===== src/rtl/vga_draw_scheduler_pkg.sv =====
// Shared types and widths for the VGA draw scheduler slice.
package vga_draw_scheduler_pkg;

  localparam int unsigned X_W     = 8;
  localparam int unsigned Y_W     = 7;
  localparam int unsigned RGB_W   = 24;
  localparam int unsigned TADDR_W = 12;
  localparam int unsigned WDOG_W  = 20;

  typedef enum logic [2:0] {
    S_IDLE       = 3'd0,
    S_CLR_START  = 3'd1,
    S_CLR_WAIT   = 3'd2,
    S_SCAN       = 3'd3,
    S_TILE_START = 3'd4,
    S_TILE_WAIT  = 3'd5
  } sched_state_e;

  typedef struct packed {
    logic               valid;
    logic [X_W-1:0]     x;
    logic [Y_W-1:0]     y;
    logic [TADDR_W-1:0] tile;
  } job_t;

  // Slot index width, never narrower than one bit.
  function automatic int unsigned idx_width(input int unsigned n);
    return (n > 1) ? $clog2(n) : 1;
  endfunction

endpackage


===== src/rtl/vga_draw_scheduler_vga_bus_mux.sv =====
// VGA bus selector: passes the clear or tile engine bus, otherwise drives zero.
module vga_bus_mux
  import vga_draw_scheduler_pkg::*;
(
  input  logic             sel_clr,
  input  logic             sel_tile,
  input  logic [X_W-1:0]   clr_x,
  input  logic [Y_W-1:0]   clr_y,
  input  logic [RGB_W-1:0] clr_rgb,
  input  logic             clr_plot,
  input  logic [X_W-1:0]   tile_vx,
  input  logic [Y_W-1:0]   tile_vy,
  input  logic [RGB_W-1:0] tile_rgb,
  input  logic             tile_plot,
  output logic [X_W-1:0]   vga_x,
  output logic [Y_W-1:0]   vga_y,
  output logic [RGB_W-1:0] vga_rgb,
  output logic             vga_plot
);

  // Select the owning engine's bus; idle bus is all zero with plot low
  always_comb begin
    vga_x    = '0;
    vga_y    = '0;
    vga_rgb  = '0;
    vga_plot = 1'b0;
    if (sel_clr) begin
      vga_x    = clr_x;
      vga_y    = clr_y;
      vga_rgb  = clr_rgb;
      vga_plot = clr_plot;
    end else if (sel_tile) begin
      vga_x    = tile_vx;
      vga_y    = tile_vy;
      vga_rgb  = tile_rgb;
      vga_plot = tile_plot;
    end
  end

endmodule


===== src/rtl/vga_draw_scheduler.sv =====
// Per-frame sequencer owning the VGA write port: clear once, then draw each
// valid tile job from a snapshot of the job table taken at frame start.
// Optional statistics outputs (frame_cnt, ovr_cnt) when SCHED_STATS_EN is defined.
module vga_draw_scheduler
  import vga_draw_scheduler_pkg::*;
#(
  parameter  int unsigned       NUM_JOBS = 4,
  parameter  logic [WDOG_W-1:0] WDOG_CYC = 20'd65535,
  localparam int unsigned       IDX_W    = idx_width(NUM_JOBS)
) (
  input  logic               clk,
  input  logic               resetn,
  input  logic               frame_tick,
  input  logic               job_we,
  input  logic [IDX_W-1:0]   job_idx,
  input  logic               job_valid,
  input  logic [X_W-1:0]     job_x,
  input  logic [Y_W-1:0]     job_y,
  input  logic [TADDR_W-1:0] job_tile,
  output logic               clr_start,
  input  logic               clr_done,
  input  logic [X_W-1:0]     clr_x,
  input  logic [Y_W-1:0]     clr_y,
  input  logic [RGB_W-1:0]   clr_rgb,
  input  logic               clr_plot,
  output logic               tile_start,
  output logic [X_W-1:0]     tile_x,
  output logic [Y_W-1:0]     tile_y,
  output logic [TADDR_W-1:0] tile_addr,
  input  logic               tile_done,
  input  logic [X_W-1:0]     tile_vx,
  input  logic [Y_W-1:0]     tile_vy,
  input  logic [RGB_W-1:0]   tile_rgb,
  input  logic               tile_plot,
  output logic [X_W-1:0]     vga_x,
  output logic [Y_W-1:0]     vga_y,
  output logic [RGB_W-1:0]   vga_rgb,
  output logic               vga_plot,
  output logic               busy,
  output logic               overrun,
  output logic               wdog_err
`ifdef SCHED_STATS_EN
  ,
  output logic [15:0]        frame_cnt,
  output logic [7:0]         ovr_cnt
`endif
);

  localparam int unsigned       PTR_W     = IDX_W + 1;
  localparam logic [PTR_W-1:0]  PTR_END   = PTR_W'(NUM_JOBS);
  localparam logic [WDOG_W-1:0] WDOG_LAST = WDOG_CYC - 20'd1;

  sched_state_e        state_q, state_d;
  logic [PTR_W-1:0]    ptr_q, ptr_d;
  logic [WDOG_W-1:0]   wdog_q, wdog_d;
  job_t                live_q [NUM_JOBS];
  job_t                live_d [NUM_JOBS];
  job_t                snap_q [NUM_JOBS];
  job_t                snap_d [NUM_JOBS];
  logic                clr_start_q, clr_start_d;
  logic                tile_start_q, tile_start_d;
  logic [X_W-1:0]      tile_x_q, tile_x_d;
  logic [Y_W-1:0]      tile_y_q, tile_y_d;
  logic [TADDR_W-1:0]  tile_addr_q, tile_addr_d;
  logic                busy_q, busy_d;
  logic                overrun_q, overrun_d;
  logic                wdog_err_q, wdog_err_d;
  logic                frame_done;
  logic                ovr_evt;
  logic [IDX_W-1:0]    pidx;

  assign pidx = ptr_q[IDX_W-1:0];

  // Next-state, job table, snapshot and registered-output computation
  always_comb begin
    state_d     = state_q;
    ptr_d       = ptr_q;
    wdog_d      = wdog_q;
    live_d      = live_q;
    snap_d      = snap_q;
    tile_x_d    = tile_x_q;
    tile_y_d    = tile_y_q;
    tile_addr_d = tile_addr_q;
    overrun_d   = overrun_q;
    wdog_err_d  = wdog_err_q;
    frame_done  = 1'b0;
    ovr_evt     = 1'b0;

    if (job_we && (32'(job_idx) < NUM_JOBS)) begin
      live_d[job_idx].valid = job_valid;
      live_d[job_idx].x     = job_x;
      live_d[job_idx].y     = job_y;
      live_d[job_idx].tile  = job_tile;
    end

    case (state_q)
      S_IDLE: begin
        if (frame_tick) begin
          // Snapshot reads the registered table, so a coincident write lands next frame
          snap_d     = live_q;
          overrun_d  = 1'b0;
          wdog_err_d = 1'b0;
          ptr_d      = '0;
          state_d    = S_CLR_START;
        end
      end
      S_CLR_START: begin
        wdog_d  = '0;
        state_d = clr_done ? S_SCAN : S_CLR_WAIT;
      end
      S_CLR_WAIT: begin
        if (clr_done) begin
          state_d = S_SCAN;
        end else if (wdog_q == WDOG_LAST) begin
          wdog_err_d = 1'b1;
          state_d    = S_IDLE;
        end else begin
          wdog_d = wdog_q + 20'd1;
        end
      end
      S_SCAN: begin
        if (ptr_q >= PTR_END) begin
          frame_done = 1'b1;
          state_d    = S_IDLE;
        end else if (snap_q[pidx].valid) begin
          tile_x_d    = snap_q[pidx].x;
          tile_y_d    = snap_q[pidx].y;
          tile_addr_d = snap_q[pidx].tile;
          state_d     = S_TILE_START;
        end else begin
          ptr_d = ptr_q + 1'b1;
        end
      end
      S_TILE_START: begin
        wdog_d = '0;
        if (tile_done) begin
          ptr_d   = ptr_q + 1'b1;
          state_d = S_SCAN;
        end else begin
          state_d = S_TILE_WAIT;
        end
      end
      S_TILE_WAIT: begin
        if (tile_done) begin
          ptr_d   = ptr_q + 1'b1;
          state_d = S_SCAN;
        end else if (wdog_q == WDOG_LAST) begin
          wdog_err_d = 1'b1;
          state_d    = S_IDLE;
        end else begin
          wdog_d = wdog_q + 20'd1;
        end
      end
      default: state_d = S_IDLE;
    endcase

    if (frame_tick && (state_q != S_IDLE)) begin
      overrun_d = 1'b1;
      ovr_evt   = 1'b1;
    end

    clr_start_d  = (state_d == S_CLR_START);
    tile_start_d = (state_d == S_TILE_START);
    busy_d       = (state_d != S_IDLE);
  end

  // FSM state, tables and registered outputs
  always_ff @(posedge clk or negedge resetn) begin
    if (!resetn) begin
      state_q      <= S_IDLE;
      ptr_q        <= '0;
      wdog_q       <= '0;
      live_q       <= '{default: '0};
      snap_q       <= '{default: '0};
      clr_start_q  <= 1'b0;
      tile_start_q <= 1'b0;
      tile_x_q     <= '0;
      tile_y_q     <= '0;
      tile_addr_q  <= '0;
      busy_q       <= 1'b0;
      overrun_q    <= 1'b0;
      wdog_err_q   <= 1'b0;
    end else begin
      state_q      <= state_d;
      ptr_q        <= ptr_d;
      wdog_q       <= wdog_d;
      live_q       <= live_d;
      snap_q       <= snap_d;
      clr_start_q  <= clr_start_d;
      tile_start_q <= tile_start_d;
      tile_x_q     <= tile_x_d;
      tile_y_q     <= tile_y_d;
      tile_addr_q  <= tile_addr_d;
      busy_q       <= busy_d;
      overrun_q    <= overrun_d;
      wdog_err_q   <= wdog_err_d;
    end
  end

  assign clr_start  = clr_start_q;
  assign tile_start = tile_start_q;
  assign tile_x     = tile_x_q;
  assign tile_y     = tile_y_q;
  assign tile_addr  = tile_addr_q;
  assign busy       = busy_q;
  assign overrun    = overrun_q;
  assign wdog_err   = wdog_err_q;

  vga_bus_mux u_mux (
    .sel_clr   (state_q == S_CLR_WAIT),
    .sel_tile  (state_q == S_TILE_WAIT),
    .clr_x     (clr_x),
    .clr_y     (clr_y),
    .clr_rgb   (clr_rgb),
    .clr_plot  (clr_plot),
    .tile_vx   (tile_vx),
    .tile_vy   (tile_vy),
    .tile_rgb  (tile_rgb),
    .tile_plot (tile_plot),
    .vga_x     (vga_x),
    .vga_y     (vga_y),
    .vga_rgb   (vga_rgb),
    .vga_plot  (vga_plot)
  );

`ifdef SCHED_STATS_EN
  logic [15:0] frame_cnt_q, frame_cnt_d;
  logic [7:0]  ovr_cnt_q, ovr_cnt_d;

  // Completed-frame counter wraps; overrun counter saturates
  always_comb begin
    frame_cnt_d = frame_cnt_q;
    ovr_cnt_d   = ovr_cnt_q;
    if (frame_done) frame_cnt_d = frame_cnt_q + 16'd1;
    if (ovr_evt && (ovr_cnt_q != 8'hFF)) ovr_cnt_d = ovr_cnt_q + 8'd1;
  end

  // Statistics registers
  always_ff @(posedge clk or negedge resetn) begin
    if (!resetn) begin
      frame_cnt_q <= '0;
      ovr_cnt_q   <= '0;
    end else begin
      frame_cnt_q <= frame_cnt_d;
      ovr_cnt_q   <= ovr_cnt_d;
    end
  end

  assign frame_cnt = frame_cnt_q;
  assign ovr_cnt   = ovr_cnt_q;
`else
  logic unused_stats;
  assign unused_stats = frame_done ^ ovr_evt;
`endif

endmodule


===== config.mk =====
export PLATFORM = sky130hd
export DESIGN_NAME = vga_draw_scheduler
export DESIGN_NICKNAME = d
export VERILOG_FILES = /design/src/rtl/vga_draw_scheduler_pkg.sv /design/src/rtl/vga_draw_scheduler_vga_bus_mux.sv /design/src/rtl/vga_draw_scheduler.sv
export SDC_FILE = /design/constraint.sdc
export NUM_CORES = 1
export LEC_CHECK = 0
export ABC_AREA = 1
export CORE_ASPECT_RATIO = 2
export CORE_UTILIZATION = 55
export DETAILED_ROUTE_END_ITERATION = 16
export PLACE_DENSITY = 0.8
export SYNTH_ARGS = -nofsm -noshare
export SYNTH_HDL_FRONTEND = slang
export SYNTH_HIERARCHICAL = 1
export SYNTH_SLANG_ARGS = --single-unit

===== constraint.sdc =====
create_clock -name clk -period 4.1 [get_ports clk]
set_input_delay 0.41 -clock clk [delete_from_list [all_inputs] [get_ports clk]]
set_output_delay 0.41 -clock clk [all_outputs]
set_load 0.02 [all_outputs]

# Yosys cells after proc, flatten, opt, wreduce, memory -nomap -nowiden
# Cells that the tools add are included.
[totals] register_bits=282 out_inout_bits=72 in_bits=116
[op_classes] n_lt_le_gt_ge=4 n_addsub=2 bitwise=3 reduce_logical=18 n_eq_ne=14 n_mux=48
[ops] operator="112-bit bitwise mux" count=4
[ops] operator="28-bit demux with 2-bit select" count=4
[ops] operator="28-bit two-way mux" count=3
[ops] operator="20-bit two-way mux" count=3
[ops] operator="20-bit one-hot mux with 3 select lines" count=1
[ops] operator="28-bit binary-select mux with 2-bit select" count=1
[ops] operator="24-bit two-way mux" count=2
[ops] operator="3-bit two-way mux" count=11
[ops] operator="27-bit two-way mux" count=1
[ops] operator="20-bit by 1-bit adder with 20-bit output (second input constant)" count=1
[ops] operator="20-bit by 16-bit == test with 1-bit output (second input constant)" count=1
[ops] operator="19-bit two-way mux" count=1
[ops] operator="3-bit one-hot mux with 6 select lines" count=1
[ops] operator="8-bit two-way mux" count=2
[ops] operator="3-bit nonzero test" count=5
[ops] operator="7-bit two-way mux" count=2
[ops] operator="12-bit two-way mux" count=1
[ops] operator="2-bit inequality test (second input constant)" count=5
[ops] operator="3-bit == test (second input constant)" count=3
[ops] operator="3-bit greater-or-equal comparator (second input constant)" count=3
[ops] operator="1-bit two-way mux" count=9
[ops] operator="3-bit one-hot mux with 3 select lines" count=1
[ops] operator="3-bit by 1-bit == test with 1-bit output (second input constant)" count=2
[ops] operator="3-bit by 2-bit == test with 1-bit output (second input constant)" count=2
[ops] operator="14 further kinds" count=20

# Depth between registers and ports, before layout
# Gate-level depths: netlist of the first run.
[logic_depth] ltp_word=9 mapped_depth=11 ltp_nobuf=11

# Modules after synthesis
# Netlist of the first run, hierarchy kept.
[by_module_without_submodules] module="vga_draw_scheduler" n_inst=1 area_each_um2=11980.2 cells_each=1428
[by_module_without_submodules] module="vga_bus_mux" n_inst=1 area_each_um2=681.9 cells_each=134

# Least setup slack after synthesis of the first run
# No wires, ideal clock.
[synth_timing] path_type="flip-flop to flip-flop" startpoint="register wdog_q[0]" endpoint="register wdog_q[6]" setup_slack_ns=2.466 setup_time_ns=0.065 arrival_ns=1.569 path_buffers=1 required_ns=4.035 stages_incl_launch_ff=11 cell_sequence="dfrtp_1 > inv_1 > ha_1 > nor3b_1 > nand3_2 > nor2_4 > nor2_8 > nor2_8 > buf_8 > nand2_1 > nand2_1"
[synth_via] elab_chain_len=4 word_cells_on_any_way=6
[synth_lines] item="from (decl)" line_no="vga_draw_scheduler.sv:55" rtl="logic [WDOG_W-1:0] wdog_q, wdog_d;"
[synth_lines] item="from (signal assigned)" line_no="vga_draw_scheduler.sv:186" rtl="wdog_q <= wdog_d;"
[synth_lines] item="20-bit by 1-bit adder with 20-bit output / 20-bit by 16-bit == test with 1-bit output (equally long branches)"
[synth_lines] item="20-bit two-way mux *" line_no="vga_draw_scheduler.sv:114, vga_draw_scheduler.sv:147"
[synth_lines] item="20-bit two-way mux (on tied branches)" line_no="vga_draw_scheduler.sv:144, vga_draw_scheduler.sv:112"
[synth_lines] item="20-bit one-hot mux with 3 select lines *" line_no="vga_draw_scheduler.sv:96" rtl="case (state_q)"
# Every way passes the cells marked *; elsewhere a longest branch is shown, timed or not. The select of a mux whose other input is x is not followed.
# A chain may end at the register's enable or synchronous reset.

# Worst setup path after layout of the first run
[layout_timing] startpoint="register state_q[1]" endpoint="output vga_y[4]"
[layout_via] elab_chain_len=3 word_cells_on_any_way=4
[layout_lines] item="from (decl)" line_no="vga_draw_scheduler.sv:53" rtl="sched_state_e state_q, state_d;"
[layout_lines] item="from (signal assigned)" line_no="vga_draw_scheduler.sv:184" rtl="state_q <= state_d;"
[layout_lines] item="3-bit == test" line_no="vga_draw_scheduler.sv:211" rtl=".sel_tile (state_q == S_TILE_WAIT),"
[layout_lines] item="7-bit two-way mux" line_no="vga_draw_scheduler_vga_bus_mux.sv:32" rtl="end else if (sel_tile) begin"
[layout_lines] item="7-bit two-way mux *" line_no="vga_draw_scheduler_vga_bus_mux.sv:27" rtl="if (sel_clr) begin"
[layout_lines] item="to (decl)" line_no="vga_draw_scheduler.sv:36" rtl="output logic [Y_W-1:0] vga_y,"
# Every way passes the cells marked *; elsewhere a longest branch is shown, timed or not.

==> impl_metrics.csv, run 1 <==
group,metric,value,unit
synthesis,synth.distinct_cells,33,
cts,cts.sinks,282,
pwr,power.switching,3.68,mW
critical_path,startpoint_type,"register",
synthesis,synthCells,1562,
cells_and_area,nNetsFinal,1825,
cells_and_area,multi_input_area,4860,sq um
drt,routed-via-count,10600,
floorplanning,io_pins,188,
global_route,grt_pass1_vias,10600,
critical_path,path_buf_inv,4,
cts,cts_root_buf,"clkbuf_16",
drt,vias_per_cell,5.29,
synthesis,synth_top_area_share,55.7,%
cts,cts_made_buffers,24,
global_route,grt_usage,26.8,%
critical_path,slowest_delay,0.59,ns
cts,clk_latency,0.54,ns
cts,h-tree-depth,1,
drt,drt_wl_total,30700,um
synthesis,synth-main-ff-cell,"dfrtp_1",
timing,timing.setup.tns,0,ns
critical_path,rr_worst_depth,6,
critical_path,path_depth,7,
cells_and_area,seqCellArea,7060,sq um
timing,min_period_over_period,78.6,%
floorplanning,die_y,217,um
pwr,powerDensity,647,nW/um^2
synthesis,synthTopCellsByArea,"dfrtp_1 (56%), nand2_1 (20%), o21ai_0 (8.8%)",
cts,cts_post_setup_buffers_inserted,0,
hold_path,hp-class,"in2async",
critical_path,critPathKind,"reg2out",
timing,finalHoldViolCount,0,
synthesis,yosys.area.top_type,"dfrtp_1",
cts,cts_hold_buffers,1,
floorplanning,core,22600,sq um
synthesis,synth_area_per_cell,8.11,sq um
floorplanning,die_area,23700,sq um
flow_run,cap_viol_max_count,0,
critical_path,crit_path_end_kind,"primary output",
synthesis,synth_common_cells,"nand2_1 (667), dfrtp_1 (282), o21ai_0 (223)",
pwr,vdd_drop_max,0.000453,V
timing,finalCriticalPeriod,3.22,ns
timing,fin_skew,0.0278,ns
cts,cts_tree,"built",
place,routabilityCongestion,0.888,
floorplanning,die_w,109,um
timing,max_freq,310,MHz
timing,rsz0062_at_grt,"no",
critical_path,path_max_fanout,27,
cts,cts_resized,0,
place,numPortBuffers,187,
critical_path,reg2reg_setup_slack,1.91,ns
timing,setup_violations,0,
floorplanning,start_util,55.9,%
drt,dr.pass1.iters,6,
pwr,leakagePower,7.62,nW
drt,drtAntennaViolNets,0,
critical_path,crit_required,3.69,ns
global_route,grt_pass1_wl,50100,um
timing,slew-limit-headroom,38.0,%
synthesis,synthArstFlopShare,100,%
cells_and_area,utilization,68.1,%
synthesis,ys_ff_latch,282,
synthesis,yosysWarnings,6,
drt,wl_per_cell,15.3,um
pwr,internal_power,6.29,mW
cts,clkTransAtPathRegs,0.07,ns
global_route,antenna_found_initial,1,
drt,drc,0,
timing,slew_viol_final,0,
pwr,seq_power_share,41.7,%
critical_path,cp_slowest_cell,"clkdlybuf4s50_1",
timing,worst_pin_slew,0.929,ns
cells_and_area,fillers,1810,
pwr,pwr-share-comb,35.4,%
cts,clock_path_buffers,3,
critical_path,crit_arrival,2.81,ns
floorplanning,num_rows,78,
synthesis,synth_nets,1682,
cells_and_area,drive_gt1_share,5.18,%
run_status,outcome,"completed",
global_route,grt_max_degree,111,
critical_path,critPathTopFamily,"buffers and inverters",
critical_path,path_cells,"inv_1 > nand3_1 > inv_1 > buf_4 > nand3_1 > nand2_1 > clkdlybuf4s50_1",
pwr,clock_power_share,22.9,%
synthesis,syn_area,12700,sq um
synthesis,synth_edf_count,0,
cells_and_area,syn_to_final_growth,21.7,%
place,place_hpwl,19400,um
drt,drt_iter0_drc,683,
global_route,grt_overflow,0,
synthesis,synth_most_common_cell,"nand2_1",
synthesis,yosysSeqAreaShare,55.7,%
pwr,p_sw_share,36.9,%
[stage by stage]
stage | hold slack [ns] | setup WS [ns] | total power [mW] | cells | cell area [sq um]
after floorplan | 0.114 | 2.47 | 6.51 | 1562 | 12700
after global placement | 0.450 | 1.53 | 7.58 | 1958 | 14600
after detailed placement | 0.452 | 1.43 | 7.71 | 1958 | 14600
after CTS | 0.460 | 0.862 | 10.0 | 1998 | 15400
after global routing | 0.488 | 0.686 | 10.7 | 1999 | 15400
final | 0.452 | 0.876 | 9.98 | 1999 | 15400
[per-layer routing]
metal  wire length [um]  track usage, %
met5                  0               0
met4               1230            12.7
met3               1770            3.79
met2              16100            48.2
met1              11500            30.7
[worst paths after layout]
path                               end   startpoint
min reg2reg                snap_q[105]  live_q[105]
max reg2reg                 snap_q[64]   state_q[0]
min                         wdog_q[17]       resetn
max                           vga_y[4]   state_q[1]
min in group clk           snap_q[105]  live_q[105]
max in group asynchronous   snap_q[62]       resetn
[layout make-up]
type / count / share of cell area, %
diodes: 1 / 0.0162
multi-input cells: 1106 / 31.5
inverters: 87 / 2.15
clock buffers: 34 / 4.53
clock inverters: 5 / 0.585
flip-flops and latches: 282 / 45.8
well taps: 280 / 2.27
repair buffers: 204 / 13.1
[power by group through the flow]
stage | Sequential [mW] | Combinational [mW] | Clock [mW]
3_5_place_dp | 4.19 | 3.52 | 0
6_report | 4.16 | 3.53 | 2.28
5_1_grt | 4.26 | 3.98 | 2.43
2_1_floorplan | 4.16 | 2.34 | 0
4_1_cts | 4.15 | 3.56 | 2.32
3_3_place_gp | 4.15 | 3.43 | 0
[placed cells by master (no fill, tap or decap), drive strengths merged, types with 2 or more instances in the layout]
master         instances
a21oi                 28
buf                   17
bufinv                 2
clkbuf                34
clkdlybuf4s50        186
clkinv                 3
dfrtp                282
ha                     4
inv                   87
nand2                669
nand3                 64
nand3b                 2
nand4                  8
nor2                  84
nor3                   2
o21ai                229
xnor2                  4
xor2                   8
[flip-flops by register name, indices dropped and copies added (netlist names), 3 cells and up]
signal,cells
live_q,112
state_q,3
tile_x,8
tile_y,7
wdog_q,20
tile_addr,12
ptr_q,3
snap_q,112
[cells by family after synthesis]
family / Yosys count / synth area share [%]
AND/OR/NAND/NOR: 831 / 26.6
flip-flops: 282 / 55.7
AO/OA/AOI/OAI: 259 / 10.3
buffers and inverters: 174 / 6.17
XOR/XNOR: 12 / 0.830
adder cells (fa/ha/maj): 4 / 0.395
No activity file was read; power rests on OpenSTA's default activity.
==> run 2: changes to the inputs <==
CORE_UTILIZATION = 49   (was 55)
PLACE_DENSITY = 0.75   (was 0.8)
clock period = 2.8 ns   (was 4.1 ns; I/O delays follow)
==> impl_metrics.csv, run 2 (synthesis gave the netlist of run 1 again) <==
group,metric,value,unit
run_status,outcome,"completed",
global_route,grt_usage,24.5,%
cells_and_area,reg_top3,"live_q: 112 flops, snap_q: 112 flops, wdog_q: 20 flops",
critical_path,slowest_delay,0.60,ns
cts,clock_path_buffers,3,
drt,wl_per_cell,15.3,um
hold_path,hp-class,"in2async",
cts,clkTransAtPathRegs,0.07,ns
pwr,powerDensity,943,nW/um^2
timing,finalHoldViolCount,0,
floorplanning,core,25200,sq um
place,place_area,14800,sq um
critical_path,crit_start,"state_q[1]",
floorplanning,die_w,116,um
pwr,leakagePower,7.81,nW
cells_and_area,fin_area,15700,sq um
cts,cts.sinks,282,
global_route,grt_pass1_wl,51100,um
timing,rsz0062_at_grt,"yes",
floorplanning,start_util,50.2,%
cells_and_area,syn_to_final_growth,23.7,%
floorplanning,io_pins,188,
critical_path,cp_slowest_cell,"clkdlybuf4s50_1",
timing,finalCriticalPeriod,2.70,ns
timing,slew-limit-headroom,57.5,%
place,place_hpwl,20200,um
critical_path,critPathTopFamily,"buffers and inverters",
floorplanning,die_area,26500,sq um
drt,vias_per_cell,5.21,
cts,cts_tree,"built",
place,numPortBuffers,187,
timing,setup_violations,0,
cts,cts_root_buf,"clkbuf_16",
place,placedCellCount,2020,
critical_path,critPathKind,"reg2out",
floorplanning,num_rows,82,
cells_and_area,drive_gt1_share,5.89,%
pwr,power.total,14.8,mW
timing,min_period_over_period,96.6,%
drt,routed-via-count,10800,
critical_path,path_cells,"inv_1 > nand3_1 > clkinvlp_4 > buf_4 > nand3_2 > nand2_1 > clkdlybuf4s50_1",
drt,dr.pass1.iters,6,
cells_and_area,mostFrequentLayoutCell,"nand2_1",
critical_path,crit_path_end_kind,"primary output",
critical_path,reg2reg_setup_slack,0.77,ns
drt,drt_iter0_drc,737,
place,pre_cts_ws,0.353,ns
global_route,grt_overflow,0,
cells_and_area,final_cell_mix,"nand2_1 (666), dfrtp_1 (280), o21ai_0 (223)",
timing,timing.setup.tns,0,ns
cts,h-tree-depth,1,
place,routabilityCongestion,0.940,
timing,slew_viol_final,0,
drt,drc,0,
critical_path,path_max_fanout,15,
floorplanning,die_y,229,um
critical_path,rr_startpoint,"state_q[0]",
critical_path,path_buf_inv,4,
cts,clk_latency,0.53,ns
cells_and_area,nNetsFinal,1836,
critical_path,crit_arrival,2.42,ns
timing,max_freq,370,MHz
cts,cts_made_buffers,25,
global_route,antenna_found_initial,1,
cells_and_area,fin_cells,2069,
flow_run,cap_viol_max_count,0,
timing,fin_skew,0.0167,ns
pwr,vdd_drop_max,0.000752,V
critical_path,startpoint_type,"register",
timing,worst_slack,0.0951,ns
global_route,grt_pass1_vias,10600,
critical_path,crit_required,2.52,ns
timing,worst_pin_slew,0.637,ns
global_route,grt_max_degree,92,
drt,drtAntennaViolNets,0,
drt,drt_wl_total,31600,um
==> run 2: worst register-to-register path, delay by kind of cell (launching register included) <==
| kind | cells | cell delay [ns] |
|---|---|---|
| buf+inv | 2 | 0.52 |
| flops | 1 | 0.43 |
| compound gates | 1 | 0.21 |
| simple gates | 2 | 0.74 |
==> run 2: power breakdown <==
group	internal (mW)	total (mW)	leakage, nW	switching (mW)
clock	1.99	3.43	0.395	1.45
sequential	5.35	6.05	3.60	0.702
combinational	2.00	5.29	3.81	3.28
==> run 2: final cells by class <==
type,instances,area (sq um)
sequential,282,7060
tap,336,420
inverter,87,338
clock buffer,37,731
multi-input combinational,1106,4860
timing repair buffer,214,2170
antenna,1,2.50
clock inverter,6,88.8
fill,2245,9570
==> run 2: metal layers <==
metal  vias up  track usage [%]  wire [um]
li1       5235                -          -
met1      5154             27.3      12000
met2       318             44.4      16500
met3        63             3.92       1890
met4         0             11.8       1220
met5         -                0          0
==> run 2: what timing repair did <==
item                                   in CTS  in global routing
gates resized for setup                     1                 10
hold buffers                                1                  0
buffers inserted                            3                  1
setup endpoints to repair                  29                 27
endpoints found under the hold margin      60                  0
==> run 2: path summary, 6_finish.rpt <==
path | endpoint | depth (start not counted)
setup / recovery | vga_rgb[2] | 7
setup reg to reg | snap_q[61] | 5
hold / removal | wdog_q[18] | 2
min in group clk | live_q[9] | 3
hold reg to reg | snap_q[52] | 2
max in group asynchronous | snap_q[2] | 3
==> run 2: per-stage QoR <==
stage | hold WS, ns | utilization (%)
2_1_floorplan | -0.0156 | -
3_3_place_gp | 0.266 | 58.5
3_5_place_dp | 0.265 | 58.5
4_1_cts | 0.296 | 61.9
5_1_grt | 0.327 | 62.1
6_report | 0.292 | 62.1
==> run 3: changes to the inputs <==
MAX_ROUTING_LAYER = met4   (was not set)
==> impl_metrics.csv, run 3 (synthesis gave the netlist of run 1 again) <==
group,metric,value,unit
floorplanning,die_w,116,um
critical_path,path_cells,"inv_2 > nand3_1 > inv_1 > buf_4 > nand2_1 > nand2_1 > clkdlybuf4s50_1",
timing,min_period_over_period,94.1,%
run_status,outcome,"completed",
timing,timing.setup.tns,0,ns
pwr,power.total,14.9,mW
critical_path,critPathKind,"reg2out",
floorplanning,die_y,229,um
cells_and_area,nNetsFinal,1828,
global_route,grt_max_degree,102,
cells_and_area,seqCellArea,7060,sq um
critical_path,cp_common_cell,"nand2_1",
drt,routed-via-count,10700,
cells_and_area,fillers,2204,
drt,drtAntennaViolNets,0,
floorplanning,core,25200,sq um
timing,worst_pin_slew,0.939,ns
drt,drt_wl_total,31800,um
timing,max_freq,380,MHz
critical_path,critPathTopFamily,"buffers and inverters",
cts,clock_path_buffers,3,
cells_and_area,syn_to_final_growth,23.6,%
flow_run,cap_viol_max_count,0,
cts,h-tree-depth,1,
critical_path,crit_required,2.52,ns
drt,vias_per_cell,5.17,
global_route,grt_pass1_wl,51600,um
global_route,grt_usage,25.5,%
critical_path,crit_arrival,2.35,ns
cts,clkTransAtPathRegs,0.07,ns
floorplanning,num_rows,82,
cells_and_area,mostFrequentLayoutCell,"nand2_1",
timing,finalHoldViolCount,0,
timing,fin_skew,0.0289,ns
cts,clk_latency,0.53,ns
drt,wl_per_cell,15.4,um
floorplanning,io_pins,188,
place,place_hpwl,20200,um
hold_path,hp-class,"in2async",
drt,drc,0,
global_route,grt_overflow,0,
timing,slew_viol_final,0,
cts,cts_root_buf,"clkbuf_16",
place,numPortBuffers,187,
critical_path,path_buf_inv,4,
timing,slew-limit-headroom,37.4,%
timing,finalCriticalPeriod,2.63,ns
cells_and_area,multi_input_area,4860,sq um
critical_path,cp_slowest_cell,"clkdlybuf4s50_1",
timing,rsz0062_at_grt,"no",
critical_path,slowest_delay,0.61,ns
cells_and_area,drive_gt1_share,5.51,%
cells_and_area,final_cell_mix,"nand2_1 (666), dfrtp_1 (280), o21ai_0 (223)",
cts,cts.sinks,282,
cells_and_area,reg_top3,"live_q: 112 flops, snap_q: 112 flops, wdog_q: 20 flops",
critical_path,path_max_fanout,22,
floorplanning,start_util,50.2,%
critical_path,crit_path_end_kind,"primary output",
cts,cts_made_buffers,24,
place,routabilityCongestion,0.972,
pwr,leakagePower,7.70,nW
critical_path,path_depth,7,
drt,dr.pass1.iters,5,
pwr,powerDensity,952,nW/um^2
global_route,grt_pass1_vias,10400,
critical_path,rr_worst_depth,9,
cts,cts_post_setup_buffers_inserted,0,
global_route,antenna_found_initial,2,
cts,cts_tree,"built",
timing,setup_violations,0,
floorplanning,die_area,26500,sq um
critical_path,startpoint_type,"register",
pwr,vdd_drop_max,0.000544,V
drt,drt_iter0_drc,623,
-- run 3: cell types whose count changed in the layout (fill, tap and decap cells not counted), sizes merged, moves of 3 or more --
cell	before	now
buf	27	20
clkdlybuf4s50	178	185
dlymetal6s2s	8	1
clkbuf	37	33
clkinvlp	3	0
-- run 3: path summary, 6_finish.rpt --
check	from	slack, ns	endpoint
min reg2reg	live_q[53]	0.45	snap_q[53]
max reg2reg	wdog_q[0]	0.85	wdog_q[2]
max in group asynchronous	resetn	1.65	snap_q[15]
min in group clk	job_tile[7]	0.36	live_q[91]
min	resetn	0.28	wdog_q[19]
max	state_q[0]	0.17	vga_plot
-- run 3: metal layers --
layer | track usage [%] | part of all wire (%) | wire, um | vias to the layer above
met2 | 44.2 | 52 | 16500 | 312
met3 | 4.31 | 6.5 | 2070 | 86
met4 | 13.3 | 4.5 | 1440 | 0
li1 | - | - | - | 5209
met5 | - | 0 | 0 | -
met1 | 27.5 | 37 | 11800 | 5056
-- run 3: area by class of cell --
type | instances | share of cell area (%)
clock inverter | 8 | 0.920
inverter | 87 | 2.14
multi-input combinational | 1106 | 31.0
sequential | 282 | 45.1
timing repair buffer | 207 | 13.5
antenna | 2 | 0.0320
tap | 336 | 2.69
clock buffer | 33 | 4.51
-- run 3: power by group --
part	switching (mW)	internal, mW	total, mW
Combinational	3.31	2.01	5.31
Sequential	0.662	5.34	6.00
Clock	1.45	2.13	3.58
Total	5.42	9.48	14.9
-- run 3: through the flow --
step	setup WS [ns]	utilization [%]	hold slack (ns)	area (sq um)	instances
3_3_place_gp	0.623	58.5	0.236	14800	2017
6_report	0.166	62.0	0.283	15600	2061
2_1_floorplan	1.17	-	-0.0156	12700	1562
5_1_grt	0.0237	62.0	0.319	15600	2061
4_1_cts	0.0662	61.9	0.285	15600	2059
3_5_place_dp	0.530	58.5	0.241	14800	2017
-- run 3: what timing repair did --
action / 4_1_cts / 5_1_grt
setup endpoints to repair: 5 / 18
hold buffers: 1 / 0
resized for setup: 1 / 5
endpoints found under the hold margin: 54 / 0
